<file path="src/rtl/sfu_result_sink.sv">
// sfu_result_sink: buffers SFU results in a small show-ahead FIFO.
// Each entry is {selop, res_data}. The head entry is presented
// downstream with a valid/ready handshake. Producer backpressure
// (stall) is derived from the registered occupancy only. A write
// into a full FIFO that is not relieved by a same-cycle pop is
// dropped, and the drop is remembered in the sticky overflow flag.

module sfu_result_sink #(
  parameter int DW    = 32,
  parameter int DEPTH = 8,
  parameter int AFULL = 6
) (
  input  logic                     clk,
  input  logic                     rst,
  input  logic                     we,
  input  logic [DW-1:0]            res_data,
  input  logic [2:0]               selop,
  input  logic                     flush,
  output logic                     out_valid,
  input  logic                     out_ready,
  output logic [DW-1:0]            out_data,
  output logic [2:0]               out_tag,
  output logic                     stall,
  output logic                     overflow,
  output logic [$clog2(DEPTH):0]   count
);

  localparam int AW = $clog2(DEPTH);
  localparam int CW = AW + 1;
  localparam int EW = DW + 3;

  localparam logic [CW-1:0] DEPTH_C = CW'(DEPTH);
  localparam logic [CW-1:0] AFULL_C = CW'(AFULL);

  // Entry storage; intentionally has no reset.
  logic [EW-1:0] mem [DEPTH];

  logic [AW-1:0] rd_ptr;
  logic [AW-1:0] wr_ptr;
  logic [CW-1:0] count_q;
  logic          overflow_q;

  // Last popped entry, shown while the FIFO is empty so the outputs
  // do not wander through stale memory.
  logic [EW-1:0] last_entry;

  logic [EW-1:0] head;
  logic          is_empty;
  logic          is_full;
  logic          pop;
  logic          push;
  logic          drop;

  // Handshake decode: a pop frees a slot, so a full FIFO can still
  // accept a write in the same cycle. Flush overrides everything.
  always_comb begin
    is_empty = (count_q == '0);
    is_full  = (count_q == DEPTH_C);
    pop      = !flush && !is_empty && out_ready;
    push     = !flush && we && (!is_full || pop);
    drop     = !flush && we && is_full && !pop;
    head     = mem[rd_ptr];
  end

  // Write port: store the tagged result at the write pointer.
  always_ff @(posedge clk) begin
    if (push) begin
      mem[wr_ptr] <= {selop, res_data};
    end
  end

  // Pointer, occupancy and sticky overflow state.
  always_ff @(posedge clk or negedge rst) begin
    if (!rst) begin
      rd_ptr     <= '0;
      wr_ptr     <= '0;
      count_q    <= '0;
      overflow_q <= 1'b0;
    end else if (flush) begin
      rd_ptr     <= '0;
      wr_ptr     <= '0;
      count_q    <= '0;
      overflow_q <= 1'b0;
    end else begin
      if (push) begin
        wr_ptr <= wr_ptr + AW'(1);
      end
      if (pop) begin
        rd_ptr <= rd_ptr + AW'(1);
      end
      if (push && !pop) begin
        count_q <= count_q + CW'(1);
      end else if (pop && !push) begin
        count_q <= count_q - CW'(1);
      end
      if (drop) begin
        overflow_q <= 1'b1;
      end
    end
  end

  // Capture the entry leaving the head so it can be held while empty.
  always_ff @(posedge clk or negedge rst) begin
    if (!rst) begin
      last_entry <= '0;
    end else if (pop) begin
      last_entry <= head;
    end
  end

  // Registered-state outputs; none depend combinationally on we or out_ready.
  always_comb begin
    out_valid = !is_empty;
    stall     = (count_q >= AFULL_C);
    overflow  = overflow_q;
    count     = count_q;
    if (is_empty) begin
      out_data = last_entry[DW-1:0];
      out_tag  = last_entry[EW-1:DW];
    end else begin
      out_data = head[DW-1:0];
      out_tag  = head[EW-1:DW];
    end
  end

endmodule

</file>
<file path="config.mk">
export PLATFORM = sky130hd
export DESIGN_NAME = sfu_result_sink
export DESIGN_NICKNAME = d
export VERILOG_FILES = /design/src/rtl/sfu_result_sink.sv
export SDC_FILE = /design/constraint.sdc
export NUM_CORES = 1
export LEC_CHECK = 0
export BUFFER_PORTS_ARGS = -buffer_cell sky130_fd_sc_hd__buf_2
export CELL_PAD_IN_SITES_DETAIL_PLACEMENT = 1
export CELL_PAD_IN_SITES_GLOBAL_PLACEMENT = 1
export CORE_MARGIN = 5
export CORE_UTILIZATION = 56
export DETAILED_ROUTE_END_ITERATION = 10
export GPL_TIMING_DRIVEN = 0
export PLACE_DENSITY_LB_ADDON = 0.1
export SYNTH_ARGS = -nofsm -noshare
export SYNTH_HDL_FRONTEND = slang
export SYNTH_SLANG_ARGS = --single-unit
</file>
<file path="constraint.sdc">
create_clock -name clk -period 8.45 [get_ports clk]
set_clock_uncertainty 0.15 [all_clocks]
set_input_delay 1.2675 -clock clk [delete_from_list [all_inputs] [get_ports clk]]
set_output_delay 1.2675 -clock clk [all_outputs]
set_load 0.01 [all_outputs]
</file>
==> impl_metrics.json, run 1 <==
{
  "fin_crit_sh_pct": 49.3,
  "p_switching_w": 0.00157,
  "power_frac_comb_pct": 31.2,
  "rsz0062_at_grt": "no",
  "ys.flop_type": "edfxtp_1",
  "clock_latency_ps": 510,
  "grt_max_degree": 47,
  "critical_path.max_fanout": 10,
  "multiInputGateArea_mm2": 0.00313,
  "crit_arrival_ps": 2750,
  "cts_made_buffers": 34,
  "wl_mm": 30.9,
  "synth_top_area_share_pct": 65.4,
  "swShare_pct": 31.9,
  "endpoint_kind": "primary output",
  "synth_edf_count": 280,
  "seq_power_share_pct": 39.8,
  "p_leak_nw": 5.19,
  "place_area_mm2": 0.0140,
  "path_cells": "clkbuf_2, buf_1, mux4_2, mux2i_1, a21oi_1, buf_2",
  "async_flop_share_pct": 14.1,
  "gp_congestion": 0.836,
  "wire_per_inst_um": 27.0,
  "dp.cells": 1085,
  "die_h_um": 161,
  "port_buffers": 79,
  "use_met1_pct": 33.2,
  "worst_ep_required_time_ps": 7030,
  "synth_common_cells": "edfxtp_1, mux4_2, nor2_1, dfrtp_1, nand2_1",
  "synthTopCellsByArea": "edfxtp_1, mux4_2, dfrtp_1",
  "ctsResizeCount": 0,
  "p_per_area_mw_per_mm2": 328,
  "pwr-share-clk_pct": 29.0,
  "clkTransAtPathRegs_ps": 60,
  "cts_sinks": 326,
  "grt.busiest_layer": "met2",
  "hold_viol_final": 0,
  "yosysMostFrequentCell": "edfxtp_1",
  "avgSynthCellArea_um2": 18.5,
  "worst_slack_ps": 4280,
  "r2r_slack_ps": 5340,
  "yosysSeqAreaShare_pct": 74.4,
  "instances_no_fill": 1146,
  "synth_seq_cells": 326,
  "worst_pin_slew_ps": 1260,
  "max_slew_margin_pct": 15.9,
  "rows": 55,
  "place_ws_ps": 4480,
  "synth_cell_types": 42,
  "grt-ovfl-total": 0,
  "cp_num_buf_inv": 3,
  "crit_type": "flop to primary output",
  "io_pins": 82,
  "grt_antenna_before_repair": 1,
  "diodes": 0,
  "cts-root-buf": "clkbuf_16",
  "grt_pass1_vias": 7795,
  "clock_path_buffers": 3,
  "fin_setup_tns_ps": 0,
  "fmax_mhz": 240,
  "met2_usage_pct": 42.1,
  "coreArea_mm2": 0.0226,
  "grt_use_total_pct": 24.4,
  "maxCapViolCount": 0,
  "grtUsageMet3_pct": 3.57,
  "drt_iter0_drc": 550,
  "htree_num_levels": 2,
  "design_area_mm2": 0.0150,
  "nets": 881,
  "viasPerCell": 6.10,
  "yosys_warnings": 0,
  "dieArea_mm2": 0.0261,
  "critPathTopFamily": "buffers and inverters",
  "yosysTopAreaCell": "edfxtp_1",
  "num-fill-cells": 1949,
  "syn_nets": 738,
  "maxSlewViolCount": 0,
  "drc": 0,
  "irDropWorstVdd_v": 0.000202,
  "seq_area_mm2": 0.00956,
  "post_cts_buffers": 0,
  "place_hpwl_mm": 20.2,
  "setup_violations": 0,
  "synth_cells": 693,
  "drive_gt1_share_pct": 30.3,
  "cts_tree": "built",
  "grt_pass1_wl_mm": 47.6,
  "critPathMaxStageDelay_ps": 620,
  "holdCritPathClass": "flop to flop",
  "cp_slowest_cell": "buf_1",
  "internal-power_w": 0.00336,
  "initial_core_util_pct": 56.8,
  "crit_path_start_kind": "flop",
  "outcome": "complete, no violations",
  "holdWs_ps": 335,
  "first_pass_iters": 4,
  "min_period_ps": 4170,
  "synth_area_mm2": 0.0129,
  "area_growth_pct": 17.0,
  "dieWidth_um": 161,
  "vias": 6986,
  "drtAntennaViolNets": 0,
  "ctsHoldBuffers": 0
}
flip-flops by register name (all words and copies together) (netlist names):
| name | flops |
|---|---|
| overflow | 1 |
| mem | 280 |
| count | 4 |
| wr_ptr | 3 |
| rd_ptr | 3 |
| last_entry | 35 |
layout make-up:
class,count,area share [%]
Sequential cell,326,63.6
Multi-Input combinational cell,321,20.8
Clock buffer,55,6.74
Timing Repair Buffer,107,4.77
Tap cell,285,2.37
Buffer,41,1.31
Clock inverter,6,0.349
Inverter,5,0.125
metrics by stage:
step | utilization [%] | total power (W)
after global routing | 66.4 | 0.00517
final | 66.4 | 0.00493
after floorplan | - | 0.00294
after CTS | 66.4 | 0.00498
after global placement | 60.1 | 0.00346
after detailed placement | 61.7 | 0.00353
layout by cell type, fill, tap and decap left out, types with 2 or more instances in the layout:
cell       Yosys  layout
mux4_2        70      70
clkbuf_16      0      37
nor3_2         0       3
edfxtp_1     280     280
nand3_1        4       4
buf_1          6       6
clkbuf_8       0       2
clkinv_2       0       3
nand2_1       41      41
or4_1          2       2
o21ai_0       36      36
buf_6          0       8
buf_8          0       4
buf_4          4      17
nor2b_1        2       2
a211oi_1       3       3
nand3b_1       3       3
ha_1           4       4
buf_16         0       2
mux2i_1       38      38
xor2_1         4       4
nor2_1        49      46
a21oi_1       37      37
clkinv_1       0       2
inv_1          5       5
buf_2         22     101
o211ai_1       4       4
nand2b_1       2       2
clkbuf_1       8      24
dfrtp_1       46      46
nor2_4         0       3
layer usage:
layer | vias to the layer above | wire (um)
met5 | - | 13
met4 | 2 | 681
met3 | 58 | 1550
met2 | 213 | 16100
met1 | 3681 | 12600
li1 | 3032 | -
logic make-up after synthesis:
group / share of synthesized area [%]
xor gates and xnor gates: 0.341
DFF: 74.4
buffers and inverters: 1.68
adders and majority gates: 0.545
and+or+nand+nor: 3.96
muxes: 15.3
AOI/OAI and AO/OA: 3.77
tightest hold or removal path: stages (launching register included):
cell     delay, ps
dfrtp_1        340
nand2_1         50
o21ai_0         60
worst paths after layout:
check                            endpoint  cells past startpoint     startpoint
max in group asynchronous  last_entry[16]                      1            rst
min in group asynchronous        count[1]                      1            rst
max reg2reg                      count[3]                      8       count[1]
max                          out_data[16]                      6      rd_ptr[1]
min                         last_entry[0]                      2  last_entry[0]
min reg2reg                 last_entry[0]                      2  last_entry[0]
power groups by stage:
stage	registers [W]	clock network (W)	logic (W)
detailed placement	0.00199	0	0.00154
global placement	0.00198	0	0.00147
floorplan	0.00197	0	0.000965
finish	0.00196	0.00143	0.00154
CTS	0.00196	0.00145	0.00156
global route	0.00197	0.00154	0.00166
No activity file was read; power rests on OpenSTA's default activity.
==> run 2, diff against run 1 <==
ABC_AREA = 1   (was not set)
CORE_UTILIZATION = 48   (was 56)
clock period = 3.9 ns   (was 8.45 ns; I/O delays follow)
==> run 2 against run 1 <==
Compared with the run above:
- the flow now finishes with violations (hold timing)
- largest cell class unchanged
- area after synthesis grew 5.1%
- sequential share of layout area decreased by 3.2 points
- sequential cell count is the same
- cell count up 56%
- core utilization decreased by 9.4 points
- hold slack lost 350 ps
- largest power group unchanged
==> impl_metrics.json, run 2 <==
{
  "outcome": "complete, but fails checks",
  "violations": "hold timing",
  "cts_made_buffers": 35,
  "htree_num_levels": 2,
  "synth_fa_ha_area_share_pct": 0.519,
  "area_growth_pct": 17.4,
  "clock_path_buffers": 3,
  "die_h_um": 178,
  "drt_iter0_drc": 686,
  "layout_common_cells": "nand2_1, edfxtp_1, nor2_1, o21ai_0, buf_2",
  "async_flop_share_pct": 14.1,
  "yosysMostFrequentCell": "nand2_1",
  "avgSynthCellArea_um2": 10.8,
  "rows": 61,
  "layout_commonest_cell": "nand2_1",
  "synthTopCellsByArea": "edfxtp_1, nand2_1, dfrtp_1",
  "largest_register_ffs": 280,
  "clkTransAtPathRegs_ps": 60,
  "syn_nets": 1299,
  "cts_sinks": 326,
  "synth_area_mm2": 0.0135,
  "dieWidth_um": 178,
  "synth-compound-area-share_pct": 6.90,
  "critical_path.max_fanout": 10,
  "nets": 1427,
  "maxSlewViolCount": 0,
  "irDropWorstVdd_v": 0.000767,
  "fin_crit_sh_pct": 85.9,
  "synth_common_cells": "nand2_1, edfxtp_1, nor2_1, o21ai_0, dfrtp_1",
  "fin_util_pct": 57.1,
  "synthMuxAreaShare_pct": 0,
  "dieArea_mm2": 0.0316,
  "coreArea_mm2": 0.0278,
  "fmax_mhz": 298,
  "vias": 9640,
  "hold_viol_final": 8,
  "cp_slowest_cell": "clkbuf_1",
  "grt-ovfl-total": 0,
  "place_hpwl_mm": 24.7,
  "rsz0062_at_grt": "no",
  "synth-simple-area-share_pct": 18.4,
  "p_per_area_mw_per_mm2": 731,
  "post_cts_buffers": 0,
  "synth_cells": 1254,
  "io_pins": 82,
  "num-fill-cells": 3047,
  "fin_setup_tns_ps": 0,
  "grt_pass1_wl_mm": 58.9,
  "rr_worst_depth": 9,
  "maxCapViolCount": 0,
  "grt_antenna_before_repair": 2,
  "synth_edf_count": 280,
  "synth_seq_cells": 326,
  "holdWs_ps": -17.4,
  "crit_arrival_ps": 2620,
  "grt_max_degree": 47,
  "instances_no_fill": 1787,
  "wire_per_inst_um": 21.4,
  "ctsHoldBuffers": 0,
  "max_slew_margin_pct": 40.0,
  "cts_tree": "built",
  "cpMostUsedCell": "nand2_1",
  "worst_ep_required_time_ps": 3160,
  "dp.cells": 1723,
  "yosysSeqAreaShare_pct": 70.8,
  "endpoint_kind": "primary output",
  "p_leak_nw": 6.32,
  "critPathMaxStageDelay_ps": 690,
  "crit_path_start_kind": "flop",
  "drc": 0,
  "cts-root-buf": "clkbuf_16",
  "synth_xor_area_share_pct": 0.130,
  "drtAntennaViolNets": 0,
  "wl_mm": 38.3,
  "synth_top_family_by_area": "simple AND/OR/NAND/NOR gates",
  "viasPerCell": 5.39,
  "grt_pass1_vias": 10200,
  "crit_type": "flop to primary output",
  "setup_violations": 0,
  "synth_cell_types": 26,
  "ctsResizeCount": 0,
  "grt_use_total_pct": 24.6,
  "r2r_slack_ps": 1170,
  "initial_core_util_pct": 48.6,
  "min_period_ps": 3350,
  "port_buffers": 81,
  "drive_gt1_share_pct": 13.9,
  "path_cells": "nor2_1, nand2_1, clkinv_1, clkbuf_1, nand2_1, nand2_1, buf_2",
  "clock_latency_ps": 510,
  "yosysTopAreaCell": "edfxtp_1",
  "gp_congestion": 0.801,
  "synth_top_area_share_pct": 62.3,
  "worst_pin_slew_ps": 900,
  "yosys_warnings": 0,
  "holdCritPathClass": "primary input to async pin",
  "first_pass_iters": 9,
  "top_register": "mem",
  "ys.flop_type": "edfxtp_1"
}
==> run 2: changes by cell type in the layout (fill, tap and decap cells not counted), moves of 5 or more <==
cell / delta
nor2_1: +207
buf_4: -10
o21ai_0: +98
buf_2: +6
inv_1: +8
buf_12: +5
mux2i_1: -38
o21ai_1: +45
clkinv_1: +5
nand2_1: +339
a21oi_1: -34
mux4_2: -70
==> run 2: layer usage <==
| layer | vias to the layer above | routed length [um] | GRT usage [%] |
|---|---|---|---|
| li1 | 4479 | - | - |
| met3 | 55 | 1890 | 3.05 |
| met4 | 2 | 654 | 5.32 |
| met1 | 4819 | 16600 | 33.1 |
| met2 | 285 | 19200 | 43.2 |
| met5 | - | 7 | 0 |
==> run 2: critical path: cells and delay by family (launching register included) <==
kind                   cells  cell delay (ps)
DFF                        1              430
buffers and inverters      3             1020
and+or+nand+nor            4              650
==> run 2: logic make-up (layout without fill, tap and decap cells) <==
group / count (synthesis) / count (layout)
AND/OR/NAND/NOR: 652 / 652
flip-flops: 326 / 326
AO/OA/AOI/OAI: 185 / 185
buffers and inverters: 84 / 238
adder cells (fa/ha/maj): 5 / 5
XOR/XNOR: 2 / 2
other: 0 / 1
==> run 2: per-stage QoR <==
stage | total power [W] | setup WS (ps) | area (um2)
floorplan | 0.00664 | 678 | 13500
global placement | 0.00804 | -988 | 14400
detailed placement | 0.00822 | 762 | 14700
CTS | 0.0117 | 498 | 15800
global route | 0.0123 | 347 | 15900
finish | 0.0116 | 550 | 15900
==> run 2: worst paths after layout <==
path | start | end
hold / removal | rst | last_entry[12]
max in group asynchronous | rst | last_entry[27]
setup / recovery | count[1] | out_data[20]
min in group clk | flush | overflow
hold reg to reg | last_entry[6] | last_entry[6]
setup reg to reg | count[3] | mem[5][21]
==> run 2: area by class of cell <==
type	count	area [um2]	area share [%]
Buffer	67	375	2.37
Tap cell	378	473	2.98
Clock buffer	46	970	6.12
Sequential cell	326	9560	60.3
Multi-Input combinational cell	844	3570	22.5
Antenna cell	1	2.50	0.0158
Timing Repair Buffer	91	626	3.95
Inverter	17	63.8	0.403
Clock inverter	17	210	1.33
==> run 2: power by group <==
part,leakage [nW],internal (W),switching [W]
Combinational,2.63,0.00121,0.00272
Clock,0.575,0.00209,0.00134
Sequential,3.11,0.00408,0.000149
